`config.mk`:
```
export PLATFORM = sky130hd
export DESIGN_NAME = alu_sweep_ctrl
export DESIGN_NICKNAME = d
export VERILOG_FILES = /design/src/rtl/alu_pkg.sv /design/src/rtl/alu_sig_misr.sv /design/src/rtl/alu_sweep_ctrl.sv
export SDC_FILE = /design/constraint.sdc
export NUM_CORES = 1
export LEC_CHECK = 0
export CORE_ASPECT_RATIO = 0.6
export CORE_MARGIN = 2
export CORE_UTILIZATION = 40
export CTS_CLUSTER_SIZE = 24
export DETAILED_ROUTE_END_ITERATION = 8
export GPL_ROUTABILITY_DRIVEN = 0
export PLACE_DENSITY = 0.85
export SETUP_SLACK_MARGIN = 0.02
export SLEW_MARGIN = 30
export SYNTH_ARGS = -nofsm -noshare
export SYNTH_HDL_FRONTEND = slang
export SYNTH_SLANG_ARGS = --single-unit
```
`constraint.sdc`:
```
create_clock -name clk -period 2.35 [get_ports clk]
set_input_delay 0.235 -clock clk [delete_from_list [all_inputs] [get_ports clk]]
set_output_delay 0.235 -clock clk [all_outputs]
set_load 0.01 [all_outputs]
```
`src/rtl/alu_pkg.sv`:
```
// alu_pkg: shared ALU opcodes, sweep FSM encoding and MISR polynomial.
//   Used by alu_sweep_ctrl and alu_sig_misr (the latter only built
//   when ALU_SWEEP_SIG_EN is defined).
package alu_pkg;
    localparam logic [2:0] OP_AND  = 3'd0;
    localparam logic [2:0] OP_OR   = 3'd1;
    localparam logic [2:0] OP_XOR  = 3'd2;
    localparam logic [2:0] OP_NOR  = 3'd3;
    localparam logic [2:0] OP_ADD  = 3'd4;
    localparam logic [2:0] OP_SUB  = 3'd5;
    localparam logic [2:0] OP_SLT  = 3'd6;
    localparam logic [2:0] OP_SLL  = 3'd7;
    localparam logic [2:0] LAST_OP = OP_SLL;

    localparam logic [31:0] MISR_POLY = 32'h04C11DB7;

    typedef enum logic [1:0] {
        ST_IDLE,
        ST_APPLY,
        ST_HOLD
    } sweep_state_t;
endpackage

```
`src/rtl/alu_sig_misr.sv`:
```
// alu_sig_misr: multiple-input signature register over the result stream.
//   clk, rst_n : clock, asynchronous active-low reset
//   clr        : synchronous clear (new operand pair accepted)
//   en         : fold d into the signature this cycle
//   d          : data word to fold
//   sig        : current signature
module alu_sig_misr
    import alu_pkg::*;
#(
    parameter int W = 32
) (
    input  logic         clk,
    input  logic         rst_n,
    input  logic         clr,
    input  logic         en,
    input  logic [W-1:0] d,
    output logic [W-1:0] sig
);
    localparam logic [W-1:0] POLY = W'(MISR_POLY);

    always_ff @(posedge clk or negedge rst_n) begin
        if (!rst_n)
            sig <= '0;
        else if (clr)
            sig <= '0;
        else if (en)
            sig <= {sig[W-2:0], 1'b0} ^ (sig[W-1] ? POLY : '0) ^ d;
    end
endmodule

```
`src/rtl/alu_sweep_ctrl.sv`:
```
// alu_sweep_ctrl: sequences one operand pair through ALU ops 0..7 and
//   streams one sampled result record per op.
//   Optional: define ALU_SWEEP_SIG_EN to add a result-signature output sig.
//   clk, rst_n          : clock, asynchronous active-low reset
//   abort               : synchronous sweep cancel (beats all handshakes)
//   in_valid/in_ready   : operand pair handshake, in_a/in_b operands
//   A, B, ALU_OP        : drive the combinational ALU
//   F, ZF, OF           : ALU result and flags
//   res_valid/res_ready : result record handshake
//   res_op, res_f, res_zf, res_of, res_last : result record
//   busy                : sweep in progress
//   sig                 : (ALU_SWEEP_SIG_EN only) MISR over records
module alu_sweep_ctrl
    import alu_pkg::*;
#(
    parameter int WIDTH  = 32,
    parameter int SETTLE = 1
) (
    input  logic             clk,
    input  logic             rst_n,
    input  logic             abort,
    input  logic             in_valid,
    output logic             in_ready,
    input  logic [WIDTH-1:0] in_a,
    input  logic [WIDTH-1:0] in_b,
    output logic [WIDTH-1:0] A,
    output logic [WIDTH-1:0] B,
    output logic [2:0]       ALU_OP,
    input  logic [WIDTH-1:0] F,
    input  logic             ZF,
    input  logic             OF,
    output logic             res_valid,
    input  logic             res_ready,
    output logic [2:0]       res_op,
    output logic [WIDTH-1:0] res_f,
    output logic             res_zf,
    output logic             res_of,
    output logic             res_last,
`ifdef ALU_SWEEP_SIG_EN
    output logic [WIDTH-1:0] sig,
`endif
    output logic             busy
);
    localparam int CW = $clog2(SETTLE + 1);
    localparam logic [CW-1:0] CNT_LAST = CW'(SETTLE - 1);

    sweep_state_t   state;
    logic [CW-1:0]  cnt;

    assign in_ready = (state == ST_IDLE);
    assign busy     = !in_ready;

    always_ff @(posedge clk or negedge rst_n) begin
        if (!rst_n) begin
            state     <= ST_IDLE;
            cnt       <= '0;
            A         <= '0;
            B         <= '0;
            ALU_OP    <= '0;
            res_valid <= 1'b0;
            res_op    <= '0;
            res_f     <= '0;
            res_zf    <= 1'b0;
            res_of    <= 1'b0;
            res_last  <= 1'b0;
        end else if (abort) begin
            // Operands and opcode stay put; only the record stream is cancelled.
            state     <= ST_IDLE;
            res_valid <= 1'b0;
            res_last  <= 1'b0;
        end else begin
            case (state)
                ST_IDLE: if (in_valid) begin
                    A      <= in_a;
                    B      <= in_b;
                    ALU_OP <= OP_AND;
                    cnt    <= '0;
                    state  <= ST_APPLY;
                end
                ST_APPLY: if (cnt == CNT_LAST) begin
                    res_f     <= F;
                    res_zf    <= ZF;
                    res_of    <= OF;
                    res_op    <= ALU_OP;
                    res_last  <= (ALU_OP == LAST_OP);
                    res_valid <= 1'b1;
                    state     <= ST_HOLD;
                end else begin
                    cnt <= cnt + 1'b1;
                end
                ST_HOLD: if (res_ready) begin
                    res_valid <= 1'b0;
                    if (ALU_OP == LAST_OP) begin
                        state <= ST_IDLE;
                    end else begin
                        ALU_OP <= ALU_OP + 3'd1;
                        cnt    <= '0;
                        state  <= ST_APPLY;
                    end
                end
                default: state <= ST_IDLE;
            endcase
        end
    end

`ifdef ALU_SWEEP_SIG_EN
    // Flags are folded into the two low bits of the result word.
    alu_sig_misr #(.W(WIDTH)) u_misr (
        .clk   (clk),
        .rst_n (rst_n),
        .clr   (in_valid && in_ready && !abort),
        .en    (res_valid && res_ready && !abort),
        .d     (res_f ^ WIDTH'({res_zf, res_of})),
        .sig   (sig)
    );
`endif
endmodule

```
==> run_results.csv, run 1 <==
group,metric,value,unit
status,status,"complete, no violations",
sta,max_slew.worst_pin.slew,408,ps
synthesis,seq_area_frac_synth,64.8,%
grt,groute.usage.overall,18.8,%
routing,ant_nets,0,
routing,num_vias,2826,
routing,post-route-drc-count,0,
cts,clk_path_buf_depth,2,
cts,number_of_buffers_added_by_the_clock_tree_synthesis_step,9,
cts,worst_skew_pair.late_latency,340,ps
routing,detail_route.wl_per_cell,16.7,um
placement,numPlacedInstances,591,
synthesis,edff_count_synth,0,
synthesis,synthFlopType,"dfrtp_1",
min_path,worstHoldPathType,"in -> async",
cts,tritoncts,"yes",
synthesis,synth_warnings,0,
synthesis,number_of_distinct_library_cells_after_synthesis,22,
die,floorplan.die.width,136,um
synthesis,yosysTopAreaCellShare,64.8,%
routing,detail_route.wirelength,10100,um
sta,maxClockFrequency,0.486,GHz
setup_path,launching_point_of_the_worst_reg2reg_path,"state[1]",
synthesis,netlist_area,4170,sq um
cts,clock_sinks,108,
cells_and_area,finish.utilization,67.2,%
synthesis,postSynthNetCount,355,
sta,final.setup_skew,8.08,ps
cts,postcts_resize_cnt,0,
setup_path,critical_path.endpoint_type,"output pin",
cells_and_area,final_layout_size_suffix_gt1_share,18.9,%
sta,rsz0062_at_grt,"false",
cells_and_area,nNetsFinal,573,
sta,post-route-min-period,2060,ps
routing,drt-initial-drc-count,62,
sta,worst_max_slew_margin_expressed_relative_to_the_limit,72.8,%
grt,via_count_of_the_first_global_routing_pass,3149,
cells_and_area,area_growth,60.7,%
synthesis,ys_top_cells_by_count,"108 x dfrtp_1, 60 x mux2_2, 44 x mux2_1",
die,core,9980,sq um
cts,clk_pin_slew,70,ps
die,io-pin-count,211,
cts,root_buffer,"clkbuf_16",
cts,cts-htree-levels,3,
die,row_count,28,
grt,grt_first_pass_wirelength,16300,um
placement,port_buffers,210,
cells_and_area,final-instance-count-excl-fill,606,
die,initial_utilization,41.8,%
power_and_ir_drop,vdd_ir_drop_max,0.534,mV
grt,antenna_found_initial,0,
sta,final-setup-viol-count,0,
placement,detailed_place_hpwl,7800,um
die,fp.dieH,83.1,um
synthesis,synthesis.instances,250,
power_and_ir_drop,power-per-cell-area,840,nW/um^2
synthesis,postSynthRegisterBits,108,
setup_path,cp.required,2120,ps
setup_path,start_point_of_the_critical_path,"state[0]",
routing,number_of_search_and_repair_iterations_in_the_first_detailed_routing_pass,3,
cells_and_area,insertedDiodeCount,0,
sta,hold_violations,0,
flow_run,maxCapViolations,0,
grt,grt_max_degree,34,
synthesis,post_synth_main_area_contributors,"dfrtp_1 65%, mux2_2 16%, mux2_1 12%",
setup_path,worst-endpoint-arrival,1820,ps
setup_path,timing.critical_path.from_type,"flip-flop",
synthesis,post-synth-top-count-cell,"dfrtp_1",
synthesis,synth.largest_area_cell,"dfrtp_1",
routing,vias_per_cell,4.66,
grt,grt_overflow_total,0,
sta,layout_worst_path_cycle_share,87.5,%
die,fp.dieArea,11300,sq um
power_and_ir_drop,cellLeakagePower,2.79,nW
setup_path,critPathKind,"reg -> out",
sta,final-max-slew-violation-count,0,
synthesis,postSynthAreaPerCell,16.7,sq um
synthesis,async_sr_flop_fraction,100,%
sta,setup_total_negative_slack,0,ps
setup_path,critPathMaxFanout,10,
[layout make-up]
type	count	area, sq um
clock buffers	11	253
clock inverters	3	23.8
inverters	2	7.51
fillers	723	3280
multi-input cells	127	1360
well taps	135	169
repair buffers	220	2190
flip-flops and latches	108	2700
[what timing repair did]
item,in CTS,in global routing
setup buffers,0,0
hold buffers,1,0
endpoints found under the hold margin,18,0
[cells in the final DEF, fill, tap and decap left out]
cell / n
nor4b_4: 1
dfrtp_1: 108
nor2b_1: 3
a211oi_1: 1
a22o_1: 1
mux2_1: 44
nor2_1: 3
and4bb_2: 1
mux2i_1: 2
clkinvlp_4: 2
mux2_2: 60
a21oi_1: 1
clkdlybuf4s50_1: 209
clkbuf_16: 9
ha_1: 2
buf_12: 1
o21ai_0: 2
nand3b_1: 1
nor3_1: 2
clkbuf_8: 2
nor2_4: 1
inv_1: 2
buf_4: 9
clkinv_4: 1
or2_2: 1
nand2b_4: 1
dlygate4sd3_1: 1
[critical path, cell delays in order (launching register included)]
cell	delay (ps)
dfrtp_1	520
or2_2	370
inv_1	60
clkdlybuf4s50_1	530
[path summary, 6_finish.rpt]
| check | to | slack (ps) | depth (start not counted) |
|---|---|---|---|
| worst max-delay path | in_ready | 290 | 3 |
| worst min-delay path | A[0] | 310 | 2 |
| worst max register to register | A[19] | 530 | 3 |
| worst min register to register | A[16] | 490 | 1 |
| max in group asynchronous | res_f[30] | 1340 | 3 |
| min in group clk | A[16] | 490 | 1 |
[state kept, by name, summed over array words and instances (netlist names)]
signal / flops
A: 32
B: 32
res_f: 32
ALU_OP: 3
res_op: 3
state: 2
res_last: 1
res_of: 1
res_valid: 1
res_zf: 1
[power breakdown]
group	switching (W)	internal, W	leakage [nW]
clock	0.000634	0.000767	0.130
combinational	0.000604	0.00114	1.37
sequential	0.000220	0.00227	1.29
[routing by layer]
metal  up-vias  share of wire, %  track usage, %
met4         0               1.1            5.21
met3        11                12            9.04
li1       1312                 -               -
met5         -                 0               0
met1      1372                41            22.9
met2       131                47            29.9
[stage by stage]
step	instance area (sq um)	total power, W	worst slack (ps)	hold slack, ps
3_5_place_dp	6420	0.00429	359	129
6_report	6710	0.00563	293	309
5_1_grt	6710	0.00594	211	336
3_3_place_gp	6420	0.00423	442	124
4_1_cts	6710	0.00572	260	298
2_1_floorplan	4170	0.00311	659	-60.6
[cells by family (layout without fill, tap and decap cells)]
family / Yosys count / in the layout / synth area share, %
flops: 108 / 108 / 64.8
mux: 106 / 106 / 28.5
buf+inv: 15 / 236 / 2.58
simple gates: 14 / 14 / 2.76
compound gates: 5 / 5 / 0.750
fa+ha+maj: 2 / 2 / 0.600
Note: power is estimated with default switching activity, not from simulation.
==> inputs of run 2 (changes only) <==
--- a/config.mk
+++ b/config.mk
@@ -6,7 +6,7 @@
 export NUM_CORES = 1
 export LEC_CHECK = 0
 export CORE_ASPECT_RATIO = 0.6
-export CORE_MARGIN = 2
+export CORE_MARGIN = 10
 export CORE_UTILIZATION = 40
 export CTS_CLUSTER_SIZE = 24
 export DETAILED_ROUTE_END_ITERATION = 8
==> run 2 against run 1 <==
Clock skew is 4.1 ps lower. Routed wire length is 20% higher. Largest power group unchanged. Combinational power is 3% higher. Register-to-register slack worse by 40 ps. Clock power is 6% higher. Final cell count is 0.17% lower. Critical path depth stayed put. Utilization is 0.11 points lower.
==> run_results.csv, run 2 (same netlist as run 1, synthesis figures left out) <==
group,metric,value,unit
die,row_count,28,
grt,antenna_found_initial,0,
routing,post-route-drc-count,0,
sta,hold_violations,0,
setup_path,timing.critical_path.from_type,"flip-flop",
cts,cts-htree-levels,3,
grt,groute.usage.overall,16.0,%
grt,grt_overflow_total,0,
cts,tritoncts,"yes",
power_and_ir_drop,swShare,26.1,%
sta,final-max-slew-violation-count,0,
die,fp.dieH,99.1,um
sta,setup_slack,307,ps
cts,postCtsSetupBuffers,0,
sta,post-route-min-period,2040,ps
routing,ant_nets,0,
die,initial_utilization,41.6,%
die,core,10000,sq um
setup_path,cp.buffers_inverters,2,
cells_and_area,fillerInstances,699,
sta,setup_total_negative_slack,0,ps
power_and_ir_drop,power-per-cell-area,857,nW/um^2
grt,grt_max_degree,53,
grt,via_count_of_the_first_global_routing_pass,3147,
power_and_ir_drop,pwr-share-seq,43.2,%
sta,maxClockFrequency,0.490,GHz
sta,hold-worst-slack,400,ps
routing,number_of_search_and_repair_iterations_in_the_first_detailed_routing_pass,4,
die,floorplan.die.width,152,um
routing,detail_route.wl_per_cell,20.1,um
sta,max_slew.worst_pin.slew,490,ps
sta,final.setup_skew,3.97,ps
cells_and_area,highest_count_cells_in_the_layout_ignoring_fill_and_taps,"209 x clkdlybuf4s50_1, 108 x dfrtp_1, 60 x mux2_2, 44 x mux2_1, 9 x clkbuf_16",
setup_path,critPathMaxFanout,10,
cts,clock_sinks,108,
cells_and_area,nNetsFinal,571,
setup_path,worst_path_max_delay_cell,"clkdlybuf4s50_1",
cells_and_area,area_growth,61.0,%
grt,grt_first_pass_wirelength,19200,um
cells_and_area,final_layout_size_suffix_gt1_share,18.7,%
cells_and_area,insertedDiodeCount,0,
placement,detailed_place_hpwl,9630,um
power_and_ir_drop,power.clock.fraction,25.7,%
routing,num_vias,2855,
placement,port_buffers,210,
routing,drt-initial-drc-count,73,
setup_path,worst-endpoint-arrival,1810,ps
sta,final-setup-viol-count,0,
power_and_ir_drop,design_power_total,0.00576,W
cells_and_area,post-route-cell-area,6720,sq um
status,status,"complete, no violations",
die,fp.dieArea,15100,sq um
cts,clk_path_buf_depth,2,
sta,worst_max_slew_margin_expressed_relative_to_the_limit,67.4,%
flow_run,maxCapViolations,0,
routing,vias_per_cell,4.72,
sta,rsz0062_at_grt,"false",
power_and_ir_drop,intPower,0.00425,W
placement,preCtsSetupSlack,478,ps
power_and_ir_drop,vdd_ir_drop_max,0.511,mV
power_and_ir_drop,comb_power_share,31.1,%
power_and_ir_drop,cellLeakagePower,2.80,nW
setup_path,cp_max_stage_delay,530,ps
placement,placed_area,6420,sq um
setup_path,cp.required,2120,ps
cts,number_of_buffers_added_by_the_clock_tree_synthesis_step,9,
cells_and_area,mostFrequentLayoutCell,"clkdlybuf4s50_1",
cts,root_buffer,"clkbuf_16",
min_path,worstHoldPathType,"in -> async",
setup_path,kind_of_cell_adding_the_most_delay_to_the_critical_path,"buffers and inverters",
cts,hold_buffers,1,
cts,clk_pin_slew,70,ps
setup_path,critical_path.endpoint_type,"output pin",
setup_path,critPathKind,"reg -> out",
cts,postcts_resize_cnt,0,
routing,detail_route.wirelength,12100,um
sta,layout_worst_path_cycle_share,86.9,%
cts,worst_skew_pair.late_latency,340,ps
power_and_ir_drop,power.switching,0.00150,W
cells_and_area,largest_registers_in_the_final_layout,"A x32, B x32, res_f x32",
setup_path,worstPathCellList,"or2_2 > inv_1 > clkdlybuf4s50_1",
die,io-pin-count,211,
[run 2: changes by cell type in the layout (fill, tap and decap cells not counted)]
cell        before  now
buf_4            9    6
clkinv_2         0    3
buf_12           1    2
bufinv_16        0    1
clkbuf_8         2    1
clkinv_4         1    0
clkinvlp_4       2    1
[run 2: final timing paths]
kind | start | to | slack (ps) | cells after the start
setup / recovery | state[0] | in_ready | 310 | 3
hold / removal | rst_n | B[3] | 400 | 2
setup reg to reg | ALU_OP[0] | ALU_OP[2] | 490 | 5
hold reg to reg | res_f[4] | res_f[4] | 480 | 1
max in group asynchronous | rst_n | res_f[20] | 1290 | 3
min in group clk | res_f[4] | res_f[4] | 480 | 1
[run 2: through the flow]
stage                     instances  utilization (%)
after global routing            605             67.1
after CTS                       605             67.1
after global placement          589             64.1
final                           605             67.1
after floorplan                 250                -
after detailed placement        589             64.1
[run 2: layout make-up]
| type | instances | area [sq um] | area share [%] |
|---|---|---|---|
| Clock inverter | 5 | 52.6 | 0.782 |
| Timing Repair Buffer | 218 | 2190 | 32.5 |
| Multi-Input combinational cell | 127 | 1360 | 20.3 |
| Tap cell | 135 | 169 | 2.51 |
| Inverter | 2 | 7.51 | 0.112 |
| Clock buffer | 10 | 239 | 3.56 |
| Sequential cell | 108 | 2700 | 40.2 |
[run 2: power groups by stage]
stage	clock, W	sequential (W)	combinational, W
global route	0.00160	0.00254	0.00191
global placement	0	0.00250	0.00178
detailed placement	0	0.00253	0.00182
CTS	0.00153	0.00249	0.00183
finish	0.00148	0.00249	0.00179
floorplan	0	0.00270	0.000418
[run 2: metal layers]
layer  wire length (um)  GRT usage [%]  up-vias  part of all wire [%]
li1                   -              -     1311                     -
met1               5210           19.3     1393                    43
met2               5500           25.0      141                    45
met3               1330           8.69       10                    11
met4                100           3.54        0                  0.82
met5                  0              0        -                     0
==> inputs of run 3 (changes only) <==
--- a/config.mk
+++ b/config.mk
@@ -12,6 +12,7 @@
 export DETAILED_ROUTE_END_ITERATION = 8
 export GPL_ROUTABILITY_DRIVEN = 0
 export PLACE_DENSITY = 0.85
+export RECOVER_POWER = 50
 export SETUP_SLACK_MARGIN = 0.02
 export SLEW_MARGIN = 30
 export SYNTH_ARGS = -nofsm -noshare
==> run 3 against run 2 <==
Sequential share of layout area increased by 0.15 points. Count of clock-buffer cells in the layout unchanged. Combinational power decreased by 5%. Non-clock buffer count unchanged. Register-to-register slack about the same. Global-route usage unchanged. Sequential power about the same. Clock skew about the same. Largest cell class unchanged. Highest routed layer unchanged.
==> run_results.csv, run 3 (same netlist as run 1, synthesis figures left out) <==
group,metric,value,unit
cells_and_area,insertedDiodeCount,0,
placement,port_buffers,210,
cells_and_area,highest_count_cells_in_the_layout_ignoring_fill_and_taps,"158 x clkdlybuf4s50_1, 108 x dfrtp_1, 60 x mux2_2, 52 x dlygate4sd3_1, 44 x mux2_1",
sta,final.setup_skew,4.03,ps
cells_and_area,multi_input_area,1360,sq um
sta,worst_max_slew_margin_expressed_relative_to_the_limit,39.0,%
die,initial_utilization,41.6,%
cells_and_area,mostFrequentLayoutCell,"clkdlybuf4s50_1",
cells_and_area,area_of_all_sequential_standard_cells,2700,sq um
cts,clk_path_buf_depth,2,
setup_path,critPathMaxFanout,9,
cells_and_area,largest_registers_in_the_final_layout,"A x32, B x32, res_f x32",
setup_path,timing.critical_path.from_type,"flip-flop",
power_and_ir_drop,comb_power_share,30.1,%
grt,grt_first_pass_wirelength,19200,um
cells_and_area,area_growth,60.4,%
cells_and_area,nNetsFinal,571,
sta,maxClockFrequency,0.494,GHz
die,core,10000,sq um
power_and_ir_drop,cellLeakagePower,2.82,nW
setup_path,r2r_slack,490,ps
sta,setup_total_negative_slack,0,ps
grt,groute.usage.overall,16.0,%
power_and_ir_drop,power-per-cell-area,846,nW/um^2
min_path,hold_depth,1,
sta,layout_worst_path_cycle_share,86.1,%
routing,detail_route.wl_per_cell,20.0,um
flow_run,maxCapViolations,0,
routing,drt-initial-drc-count,82,
cts,root_buffer,"clkbuf_16",
power_and_ir_drop,power.switching,0.00149,W
sta,final-max-slew-violation-count,0,
power_and_ir_drop,swShare,26.4,%
cells_and_area,finish.utilization,66.8,%
cells_and_area,fillerInstances,705,
power_and_ir_drop,power.clock.fraction,26.1,%
setup_path,worst-endpoint-arrival,1790,ps
routing,ant_nets,0,
grt,antenna_found_initial,0,
min_path,hold_path.startpoint,"res_f[4]",
setup_path,cp.required,2120,ps
die,floorplan.die.width,152,um
status,status,"complete, no violations",
routing,detail_route.wirelength,12100,um
setup_path,launching_point_of_the_worst_reg2reg_path,"ALU_OP[0]",
routing,number_of_search_and_repair_iterations_in_the_first_detailed_routing_pass,2,
setup_path,number_of_cell_instances_on_the_worst_register_to_register_path,5,
sta,final-setup-viol-count,0,
min_path,worstHoldPathType,"reg -> reg",
cts,worst_skew_pair.late_latency,340,ps
cells_and_area,final_layout_size_suffix_gt1_share,18.5,%
power_and_ir_drop,design_power_total,0.00566,W
grt,via_count_of_the_first_global_routing_pass,3147,
power_and_ir_drop,pwr-share-seq,43.8,%
sta,rsz0062_at_grt,"false",
placement,detailed_place_hpwl,9630,um
setup_path,crit-reg2reg-capture,"ALU_OP[2]",
cts,clk_pin_slew,70,ps
sta,hold_violations,0,
sta,max_slew.worst_pin.slew,915,ps
cts,number_of_buffers_added_by_the_clock_tree_synthesis_step,9,
die,fp.dieArea,15100,sq um
power_and_ir_drop,vdd_ir_drop_max,0.509,mV
setup_path,critical_path.endpoint_type,"output pin",
grt,grt_overflow_total,0,
power_and_ir_drop,intPower,0.00417,W
cts,cts-htree-levels,3,
routing,vias_per_cell,4.72,
cts,tritoncts,"yes",
cts,clock_sinks,108,
setup_path,critPathKind,"reg -> out",
sta,post-route-min-period,2020,ps
routing,post-route-drc-count,0,
cts,postcts_resize_cnt,0,
routing,num_vias,2856,
die,row_count,28,
die,fp.dieH,99.1,um
min_path,min_to,"res_f[4]",
cts,postCtsSetupBuffers,0,
grt,grt_max_degree,53,
die,io-pin-count,211,
## run 3: changes by cell type in the layout (fill, tap and decap cells not counted)
| cell | previous run | this run |
|---|---|---|
| nand2b_1 | 0 | 1 |
| clkdlybuf4s50_1 | 209 | 158 |
| buf_4 | 6 | 4 |
| buf_12 | 2 | 1 |
| clkbuf_2 | 0 | 2 |
| nand2b_4 | 1 | 0 |
| dlygate4sd3_1 | 1 | 52 |
| clkbuf_4 | 0 | 1 |
## run 3: stage by stage
step	cell area (sq um)	worst slack, ps	std cells	hold WS, ps
2_1_floorplan	4170	659	250	-60.6
5_1_grt	6700	188	605	481
3_5_place_dp	6420	478	589	235
6_report	6700	327	605	479
4_1_cts	6720	290	605	411
3_3_place_gp	6420	524	589	228
## run 3: power by group through the flow
stage          logic (W)  clock network [W]  registers, W
6_report         0.00170            0.00148       0.00248
3_3_place_gp     0.00178                  0       0.00250
4_1_cts          0.00183            0.00153       0.00249
5_1_grt          0.00182            0.00160       0.00253
3_5_place_dp     0.00182                  0       0.00253
2_1_floorplan   0.000418                  0       0.00270
## run 3: worst max-delay path by stage
| stage | start | to | slack [ps] | cells past startpoint |
|---|---|---|---|---|
| finish | state[1] | in_ready | 330 | 3 |
| CTS | state[0] | in_ready | 290 | 3 |
| detailed placement | in_valid | B[25] | 480 | 4 |
| global route | rst_n | res_f[17] | 190 | 3 |
| global placement | in_valid | B[26] | 520 | 4 |
| floorplan | ALU_OP[0] | ALU_OP[1] | 660 | 5 |
## run 3: area by class of cell
cell class	count	area share, %
well taps	135	2.52
inverters	2	0.112
repair buffers	218	32.4
clock buffers	10	3.57
flip-flops and latches	108	40.4
clock inverters	5	0.785
multi-input cells	127	20.2
## run 3: what timing repair did
action	in CTS	in global routing
setup endpoints to repair	0	0
hold buffers	1	0
endpoints found under the hold margin	36	0
## run 3: metal layers
metal | track usage, % | wire, um | vias up
met5 | 0 | 0 | -
met4 | 3.54 | 100 | 0
met3 | 8.69 | 1290 | 10
met2 | 25.0 | 5510 | 139
met1 | 19.3 | 5200 | 1395
li1 | - | - | 1312
## run 3: critical path: stages, from the launching register on
cell and delay, ps:
dfrtp_1 490, or2_2 360, inv_1 60, clkdlybuf4s50_1 530
